===== config.mk =====
export PLATFORM = sky130hd
export DESIGN_NAME = control_sequencer
export DESIGN_NICKNAME = d
export VERILOG_FILES = /design/src/rtl/control_sequencer.sv
export SDC_FILE = /design/constraint.sdc
export NUM_CORES = 1
export LEC_CHECK = 0
export ABC_AREA = 1
export BUFFER_PORTS_ARGS = -buffer_cell sky130_fd_sc_hd__buf_4
export CAP_MARGIN = 25
export CORE_MARGIN = 3
export CORE_UTILIZATION = 35
export CTS_BUF_LIST = sky130_fd_sc_hd__clkbuf_4 sky130_fd_sc_hd__clkbuf_8 sky130_fd_sc_hd__clkbuf_16
export CTS_CLUSTER_DIAMETER = 150
export DETAILED_ROUTE_END_ITERATION = 10
export PLACE_DENSITY = 0.78
export SLEW_MARGIN = 15
export SYNTH_ARGS = -nofsm -noshare
export SYNTH_HDL_FRONTEND = slang
export SYNTH_SLANG_ARGS = --single-unit

===== constraint.sdc =====
create_clock -name Clock -period 1.7 [get_ports Clock]
set_input_delay 0.085 -clock Clock [delete_from_list [all_inputs] [get_ports Clock]]
set_output_delay 0.085 -clock Clock [all_outputs]
set_load 0.03 [all_outputs]

===== src/rtl/control_sequencer.sv =====
// control_sequencer: hardwired Moore control unit stepping Mini SRC fetch/execute and driving all datapath controls
module control_sequencer #(
    parameter bit HALT_ON_ILLEGAL = 1'b0
) (
    input  logic        Clock,
    input  logic        Clear,
    input  logic [31:0] IR_Data,
    input  logic        ConFF_Out,
    input  logic        Stop,
    output logic        Run,
    output logic [7:0]  out_sel,
    output logic [11:0] in_sel,
    output logic [11:0] alu_ctl,
    output logic [2:0]  gsel,
    output logic        R_In,
    output logic        R_Out,
    output logic        BA_Out,
    output logic        Read,
    output logic        Write,
    output logic        IncPC
);
    typedef enum logic [3:0] {RST, T0, T1, T2, T3, T4, T5, T6, T7, HALT} state_t;

    localparam int C_OUT = 7, INPORT_OUT = 6, MDR_OUT = 5, PC_OUT = 4;
    localparam int ZLO_OUT = 3, ZHI_OUT = 2, LO_OUT = 1, HI_OUT = 0;
    localparam int CONFF_IN = 11, OUTPORT_IN = 10, INPORT_IN = 9, LO_IN = 8, HI_IN = 7, ZLO_IN = 6;
    localparam int ZHI_IN = 5, Y_IN = 4, IR_IN = 3, MAR_IN = 2, MDR_IN = 1, PC_IN = 0;
    localparam logic [2:0] G_RA = 3'b100, G_RB = 3'b010, G_RC = 3'b001;
    localparam logic [11:0] ALU_ADD = 12'h001;

    state_t state;
    logic [4:0] op;
    logic unused_ir;
    logic is_rr, is_imm, is_alu, is_md, is_nn, is_ld, is_ldi, is_st, is_mem, is_br;
    logic is_jr, is_in, is_out, is_mf, illegal, is_nop, is_halt, done;
    logic [11:0] alu_op;

    assign op        = IR_Data[31:27];
    assign unused_ir = ^IR_Data[26:0];
    assign is_rr     = op >= 5'd3 && op <= 5'd10;
    assign is_imm    = op >= 5'd11 && op <= 5'd13;
    assign is_alu    = is_rr || is_imm;
    assign is_md     = op == 5'd14 || op == 5'd15;
    assign is_nn     = op == 5'd16 || op == 5'd17;
    assign is_ld     = op == 5'd0;
    assign is_ldi    = op == 5'd1;
    assign is_st     = op == 5'd2;
    assign is_mem    = is_ld || is_ldi || is_st;
    assign is_br     = op == 5'd18;
    assign is_jr     = op == 5'd19;
    assign is_in     = op == 5'd21;
    assign is_out    = op == 5'd22;
    assign is_mf     = op == 5'd23 || op == 5'd24;
    assign illegal   = op == 5'd20 || op >= 5'd27;
    assign is_nop    = op == 5'd25 || (illegal && !HALT_ON_ILLEGAL);
    assign is_halt   = op == 5'd26 || (illegal && HALT_ON_ILLEGAL);

    // reg-reg ops occupy consecutive opcodes matching consecutive ALU bits
    always_comb
        alu_op = is_rr      ? 12'd1 << (op - 5'd3) :
                 op == 5'd11 ? ALU_ADD :
                 op == 5'd12 ? 12'h040 :
                 op == 5'd13 ? 12'h080 :
                 op == 5'd14 ? 12'h100 :
                 op == 5'd15 ? 12'h200 :
                 op == 5'd16 ? 12'h400 :
                 op == 5'd17 ? 12'h800 : 12'h000;

    assign done = (state == T2 && is_nop) ||
                  (state == T3 && (is_jr || is_in || is_out || is_mf)) ||
                  (state == T4 && is_nn) ||
                  (state == T5 && (is_alu || is_ldi)) ||
                  (state == T6 && (is_md || is_br)) ||
                  state == T7;

    always_ff @(posedge Clock or posedge Clear)
        if (Clear) state <= RST;
        else if (state == HALT || (state == T2 && is_halt)) state <= HALT;
        else if (state == RST || done) state <= Stop ? HALT : T0;
        else state <= state_t'(state + 4'd1);

    assign Run = state != RST && state != HALT;

    always_comb begin
        out_sel = '0;
        in_sel  = '0;
        alu_ctl = '0;
        gsel    = '0;
        R_In    = 1'b0;
        R_Out   = 1'b0;
        BA_Out  = 1'b0;
        Read    = 1'b0;
        Write   = 1'b0;
        IncPC   = 1'b0;
        case (state)
            T0: begin out_sel[PC_OUT] = 1'b1; in_sel[MAR_IN] = 1'b1; IncPC = 1'b1; end
            T1: begin Read = 1'b1; in_sel[MDR_IN] = 1'b1; end
            T2: begin out_sel[MDR_OUT] = 1'b1; in_sel[IR_IN] = 1'b1; end
            T3:
                if (is_alu) begin gsel = G_RB; R_Out = 1'b1; in_sel[Y_IN] = 1'b1; end
                else if (is_nn) begin gsel = G_RB; R_Out = 1'b1; alu_ctl = alu_op; in_sel[ZLO_IN] = 1'b1; end
                else if (is_md) begin gsel = G_RA; R_Out = 1'b1; in_sel[Y_IN] = 1'b1; end
                else if (is_mem) begin gsel = G_RB; BA_Out = 1'b1; in_sel[Y_IN] = 1'b1; end
                else if (is_br) begin gsel = G_RA; R_Out = 1'b1; in_sel[CONFF_IN] = 1'b1; end
                else if (is_jr) begin gsel = G_RA; R_Out = 1'b1; in_sel[PC_IN] = 1'b1; end
                else if (is_in) begin out_sel[INPORT_OUT] = 1'b1; gsel = G_RA; R_In = 1'b1; end
                else if (is_out) begin gsel = G_RA; R_Out = 1'b1; in_sel[OUTPORT_IN] = 1'b1; end
                else if (is_mf) begin
                    out_sel[HI_OUT] = op == 5'd23;
                    out_sel[LO_OUT] = op == 5'd24;
                    gsel = G_RA;
                    R_In = 1'b1;
                end
            T4:
                if (is_alu) begin
                    out_sel[C_OUT] = is_imm;
                    gsel = is_imm ? 3'b000 : G_RC;
                    R_Out = !is_imm;
                    alu_ctl = alu_op;
                    in_sel[ZLO_IN] = 1'b1;
                end
                else if (is_nn) begin out_sel[ZLO_OUT] = 1'b1; gsel = G_RA; R_In = 1'b1; end
                else if (is_md) begin
                    gsel = G_RB;
                    R_Out = 1'b1;
                    alu_ctl = alu_op;
                    in_sel[ZHI_IN] = 1'b1;
                    in_sel[ZLO_IN] = 1'b1;
                end
                else if (is_mem) begin out_sel[C_OUT] = 1'b1; alu_ctl = ALU_ADD; in_sel[ZLO_IN] = 1'b1; end
                else if (is_br) begin out_sel[PC_OUT] = 1'b1; in_sel[Y_IN] = 1'b1; end
            T5:
                if (is_alu || is_ldi) begin out_sel[ZLO_OUT] = 1'b1; gsel = G_RA; R_In = 1'b1; end
                else if (is_ld || is_st) begin out_sel[ZLO_OUT] = 1'b1; in_sel[MAR_IN] = 1'b1; end
                else if (is_md) begin out_sel[ZLO_OUT] = 1'b1; in_sel[LO_IN] = 1'b1; end
                else if (is_br) begin out_sel[C_OUT] = 1'b1; alu_ctl = ALU_ADD; in_sel[ZLO_IN] = 1'b1; end
            T6:
                if (is_md) begin out_sel[ZHI_OUT] = 1'b1; in_sel[HI_IN] = 1'b1; end
                else if (is_ld) begin Read = 1'b1; in_sel[MDR_IN] = 1'b1; end
                else if (is_st) begin gsel = G_RA; R_Out = 1'b1; in_sel[MDR_IN] = 1'b1; end
                else if (is_br) begin out_sel[ZLO_OUT] = 1'b1; in_sel[PC_IN] = ConFF_Out; end
            T7:
                if (is_ld) begin out_sel[MDR_OUT] = 1'b1; gsel = G_RA; R_In = 1'b1; end
                else if (is_st) Write = 1'b1;
            default: ;
        endcase
    end
endmodule


==> results of run 1 <==
[final timing paths]
check,startpoint,slack (ns),to,cells past startpoint
worst max-delay path,state[0],-0.14,gsel[2],9
worst min-delay path,Stop,0.06,state[3],3
min in group asynchronous,Clear,0.32,state[0],3
max in group asynchronous,Clear,1.24,state[3],3
worst min register to register,state[2],0.75,state[2],3
worst max register to register,state[0],0.07,state[0],10
[final cells by class]
type | count | share of cell area, %
tap | 31 | 2.23
inverter | 31 | 6.82
sequential | 4 | 5.74
multi-input combinational | 142 | 52.8
clock buffer | 3 | 1.29
timing repair buffer | 67 | 31.2
[worst min-delay path, stage by stage]
cell     delay, ns
buf_4         0.08
nand2_1       0.05
nand3_1       0.05
[Yosys cell counts]
cell type | instances | share of area, %
nor3b_2 | 1 | 1.2
inv_1 | 28 | 9.9
ha_1 | 6 | 7.1
a21oi_1 | 7 | 3.3
xor2_1 | 1 | 0.83
nand3_1 | 18 | 8.5
nor2_2 | 5 | 3.0
nor2_4 | 3 | 3.2
nor2_1 | 25 | 8.9
or2_1 | 1 | 0.59
dfrtp_1 | 4 | 9.5
o21ai_0 | 10 | 4.7
nand3_2 | 2 | 1.9
o21bai_2 | 1 | 1.1
buf_4 | 3 | 2.1
nand3_4 | 2 | 3.3
nand2_1 | 30 | 11
nand2_2 | 6 | 3.5
nor3_1 | 4 | 1.9
inv_2 | 3 | 1.1
nor3b_1 | 1 | 0.71
buf_2 | 2 | 0.95
o221ai_1 | 2 | 1.7
nand4_1 | 8 | 4.7
conb_1 | 1 | 0.35
nor4_1 | 3 | 1.8
nor3_2 | 1 | 0.95
xnor2_1 | 1 | 0.83
o211ai_1 | 1 | 0.71
o22ai_1 | 2 | 1.2
[power by group through the flow]
stage               Clock [W]  Combinational, W  Sequential [W]
detailed placement          0          0.000118       0.0000969
global placement            0          0.000115       0.0000969
global route         0.000125          0.000142       0.0000957
CTS                  0.000119          0.000122       0.0000958
floorplan                   0         0.0000796       0.0000969
finish               0.000122          0.000128       0.0000957
[logic make-up (layout without fill, tap and decap cells)]
| family | count (synthesis) | in the layout | synth area share [%] |
|---|---|---|---|
| simple gates | 110 | 110 | 54.7 |
| buf+inv | 36 | 101 | 14.1 |
| compound gates | 23 | 23 | 12.6 |
| fa+ha+maj | 6 | 6 | 7.09 |
| flops | 4 | 4 | 9.46 |
| xor+xnor | 2 | 2 | 1.66 |
| other cells | 1 | 1 | 0.354 |
[through the flow]
stage	std cells	util [%]	power, W	hold slack (ns)
2_1_floorplan	182	-	0.000177	-0.149
3_3_place_gp	262	52.3	0.000212	-0.0266
3_5_place_dp	262	52.3	0.000215	-0.0201
4_1_cts	275	58.0	0.000337	0.0565
5_1_grt	278	61.6	0.000363	0.0987
6_report	278	61.6	0.000345	0.0585
[routing by layer]
metal	up-vias	GRT usage, %	wire length [µm]
met4	0	6.19	44
met3	4	1.49	283
met5	-	0	0
met1	674	27.9	1730
li1	734	-	-
met2	76	32.1	1870
[timing repair]
action                                 CTS  global route
pin swaps                               11             9
gates resized for setup                 20            23
setup endpoints to repair               19            33
endpoints found under the hold margin    4             0
setup buffers                            9             3
hold buffers                             1             0
cloned                                   0             0
==> summary.txt, run 1 <==
Outcome
  • Outcome: finished with violations
  • Failing checks: setup timing

Synth
  • Register area share after synthesis: 9.46%
  • Yosys warning count: 0
  • Yosys reg bits: 4
  • Post-Synthesis Cells: 182
  • Synth Net Count: 224
  • Yosys cell types: 30
  • Post-Syn Area: 1060 µm²
  • Mean area per synthesized cell: 5.82 µm²

Worst setup path
  • Worst path cell trace: inv_2 > ha_4 > inv_2 > nor3_2 > inv_1 > o21ai_2 > a21oi_2 > nand4_1 > buf_6
  • Slowest cell on the critical path: dfrtp_1
  • Crit-path leading delay family: buffers and inverters
  • CP Data Arrival Time: 1.76 ns
  • CP Capture Type: primary output
  • CP Max Fanout: 4
  • CP Data Required Time: 1.62 ns
  • Crit Path Category: reg -> out
  • Startpoint Class: flop
  • Most used cell, CP: inv_2
  • Critical Path Max Stage Delay: 0.41 ns
  • CP Buf/Inv Count: 4

Global routing
  • Initial antenna violation count: 0
  • Largest net degree at the start of global routing: 16
  • Number of global-route vias before repair: 1,325
  • Wire length of the first global-routing pass: 5730 µm
  • GRT Overall Usage: 19.8%
  • Total gr overflow: 0

Final layout
  • FF/Latch Area: 100 µm²
  • Register with the most flip-flops: state
  • Area grow syn2layout: 64.7%
  • Commonest cells after routing, fill and taps aside: 56 x buf_4, 28 x nand2_1, 21 x inv_1, 21 x nor2_1, 18 x nand3_1
  • NumNets Final: 291
  • Fill cell count: 255
  • ANT cells: 0
  • Largest regs: state x4
  • Fin area: 1740 µm²
  • Commonest non-fill, non-tap cell in the layout: buf_4
  • Multi-input logic area: 920 µm²
  • Layout cell share with drive strength beyond 1: 48.2%
  • Max FFs per register: 4

Pwr
  • Leak: 0.899 nW
  • Pwr/cell area: 198 nW/µm²
  • Clock power share: 35.2%
  • Switching part of the total power: 37.7%
  • Part of the power in registers: 27.7%
  • Psw: 0.000130 W
  • Max VDD drop: 0.000116 V
  • Combinational Power Share: 37.1%
  • Internal: 0.000215 W

CTS
  • Clock sinks: 4
  • Total CTS buffers: 3
  • TritonCTS clock tree: built
  • Bufs on Longest Clock Path: 2
  • Clock slew at reported path FFs: 0.04 ns
  • Clk_lat worst skew: 0.24 ns
  • Htree depth: 1
  • CTS root buffer: clkbuf_4

Timing
  • Slew Limit Fails: 0
  • Setup TNS: -0.668 ns
  • Tmin final: 1.84 ns
  • RSZ-0062 raised after global routing: true
  • Fin crit share: 108%
  • Worst Setup Slack, final: -0.144 ns
  • Fmax: 542 MHz
  • Worst clock skew: 0.000667 ns
  • Final-report hold violation count: 0
  • Endpoints failing setup: 15

Placement
  • Placement Cell Area: 1480 µm²
  • Pre-CTS WS: 0.0611 ns
  • Port Buffer Count: 49
  • Hpwl dp: 2810 µm
  • Routability Congestion: 0.893

Detailed routing
  • WL final: 3930 µm
  • Drt wl/cell: 14.1 µm
  • First-pass detailed-route iteration total: 4
  • Starting DRC count in detailed routing: 110
  • Post-DRT Antenna Nets: 0
  • Post-route DRC violation count: 0
  • Vias/cell: 5.35
  • Routed via count: 1,488

Die
  • Die width: 61.0 µm
  • Starting density of the core: 37.4%
  • Total die area: 3720 µm²
  • I/O pin cnt: 78
  • Core Rows: 19
  • Die Ht: 61.0 µm
  • Core ar.: 2830 µm²

Job
  • Max Cap Viol: 0

Hold path
  • Hold WC Path Type: in -> reg
No activity file was read; power rests on OpenSTA's default activity.
==> run 2, diff against run 1 <==
- HOLD_SLACK_MARGIN: unset -> 0.08
==> summary.txt, run 2 (same netlist as run 1, synthesis figures left out) <==
Worst setup path
  • Startpoint Class: flop
  • CP Data Required Time: 1.62 ns
  • Worst R2R Path Depth: 10
  • Critical Path Max Stage Delay: 0.41 ns
  • CP Max Fanout: 4
  • Slowest cell on the critical path: dfrtp_1
  • CP Data Arrival Time: 1.75 ns
  • Crit Path Category: reg -> out
  • Most used cell, CP: inv_2
  • Worst path cell trace: inv_2 > ha_4 > inv_2 > nor3_2 > inv_1 > o21ai_2 > a21oi_2 > nand4_1 > buf_6
  • CP Capture Type: primary output

CTS
  • Clk_lat worst skew: 0.23 ns
  • Clock slew at reported path FFs: 0.04 ns
  • TritonCTS clock tree: built
  • Htree depth: 1
  • Clock sinks: 4
  • Total CTS buffers: 3
  • Bufs on Longest Clock Path: 2
  • CTS root buffer: clkbuf_4

Die
  • I/O pin cnt: 78
  • Total die area: 3720 µm²
  • Die Ht: 61.0 µm
  • Core Rows: 19
  • Starting density of the core: 37.4%
  • Die width: 61.0 µm
  • Core ar.: 2830 µm²

Outcome
  • Failing checks: setup timing
  • Outcome: finished with violations

Global routing
  • Largest net degree at the start of global routing: 16
  • Total gr overflow: 0
  • Initial antenna violation count: 0
  • GRT Overall Usage: 19.8%
  • Wire length of the first global-routing pass: 5750 µm
  • Number of global-route vias before repair: 1,334

Placement
  • Hpwl dp: 2810 µm
  • Port Buffer Count: 49
  • Routability Congestion: 0.893

Final layout
  • Register with the most flip-flops: state
  • Fill cell count: 256
  • Commonest non-fill, non-tap cell in the layout: buf_4
  • Max FFs per register: 4
  • Area grow syn2layout: 65.6%
  • Layout cell share with drive strength beyond 1: 48.0%
  • ANT cells: 0
  • NumNets Final: 292
  • Largest regs: state x4
  • Commonest cells after routing, fill and taps aside: 56 x buf_4, 28 x nand2_1, 21 x inv_1, 21 x nor2_1, 18 x nand3_1

Timing
  • Slew Limit Fails: 0
  • Tmin final: 1.83 ns
  • Final-report hold violation count: 0
  • Worst hold margin: 0.329 ns
  • Worst Setup Slack, final: -0.130 ns
  • Fmax: 546 MHz
  • RSZ-0062 raised after global routing: true
  • Endpoints failing setup: 14
  • Fin crit share: 108%
  • Worst clock skew: 0.000233 ns

Detailed routing
  • First-pass detailed-route iteration total: 4
  • WL final: 3910 µm
  • Vias/cell: 5.33
  • Post-route DRC violation count: 0
  • Routed via count: 1,486
  • Post-DRT Antenna Nets: 0
  • Drt wl/cell: 14.0 µm
  • Starting DRC count in detailed routing: 107

Hold path
  • Hold WC Path Type: in -> async

Pwr
  • Tot Pwr: 0.000343 W
  • Max VDD drop: 0.000211 V
  • Leak: 0.903 nW
  • Pwr/cell area: 196 nW/µm²

Job
  • Max Cap Viol: 0
[run 2: cell count changes in the layout (fill, tap and decap cells not counted), sizes merged]
cell / previous run / this run
dlygate4sd3: 1 / 2
[run 2: power by group]
part	switching [W]	internal [W]
combinational	0.0000883	0.0000417
clock	0.0000386	0.0000790
sequential	0	0.0000957
total	0.000127	0.000216
[run 2: what timing repair did]
| action | 4_1_cts | 5_1_grt |
|---|---|---|
| cloned | 0 | 0 |
| resized for setup | 20 | 23 |
| hold endpoints to repair | 5 | 0 |
| hold buffers | 2 | 0 |
| setup buffers | 9 | 3 |
| endpoints found under the setup margin | 19 | 33 |
| pin swaps | 11 | 9 |
[run 2: path summary, 6_finish.rpt]
check	startpoint	to	slack [ns]
hold / removal	Clear	state[1]	0.33
max in group asynchronous	Clear	state[3]	1.23
setup / recovery	state[0]	gsel[2]	-0.13
hold reg to reg	state[2]	state[2]	0.75
setup reg to reg	state[0]	state[0]	0.08
min in group Clock	IR_Data[27]	state[0]	0.42
[run 2: area by class of cell]
cell class                      instances  area (µm²)  share of cell area (%)
Multi-Input combinational cell        142         920                    52.5
Inverter                               31         119                    6.78
Timing Repair Buffer                   68         553                    31.5
Tap cell                               31        38.8                    2.21
Clock buffer                            3        22.5                    1.28
Sequential cell                         4         100                    5.71
[run 2: worst max-delay path: cells and delay by family (launching register included)]
kind                     cells  cell delay, ns
AO/OA/AOI/OAI                2            0.21
adder cells (fa/ha/maj)      1            0.16
buffers and inverters        4            0.42
flip-flops                   1            0.41
AND/OR/NAND/NOR              2            0.32
[run 2: layer usage]
layer  up-vias  track usage (%)  share of wire (%)
met5         -                0                  0
met4         0             5.26                1.1
met3         4             1.49                6.5
met2        75             32.2                 47
met1       672             28.0                 45
li1        735                -                  -
[run 2: through the flow]
stage	util [%]	cell area [µm²]	TNS, ns	worst slack [ns]	cells
floorplan	-	1070	-0.488	-0.212	182
global placement	52.3	1480	0	0.0776	262
detailed placement	52.3	1480	0	0.0611	262
CTS	58.3	1650	-0.227	-0.0477	276
global route	62.0	1750	-2.35	-0.220	279
finish	62.0	1750	-0.543	-0.130	279
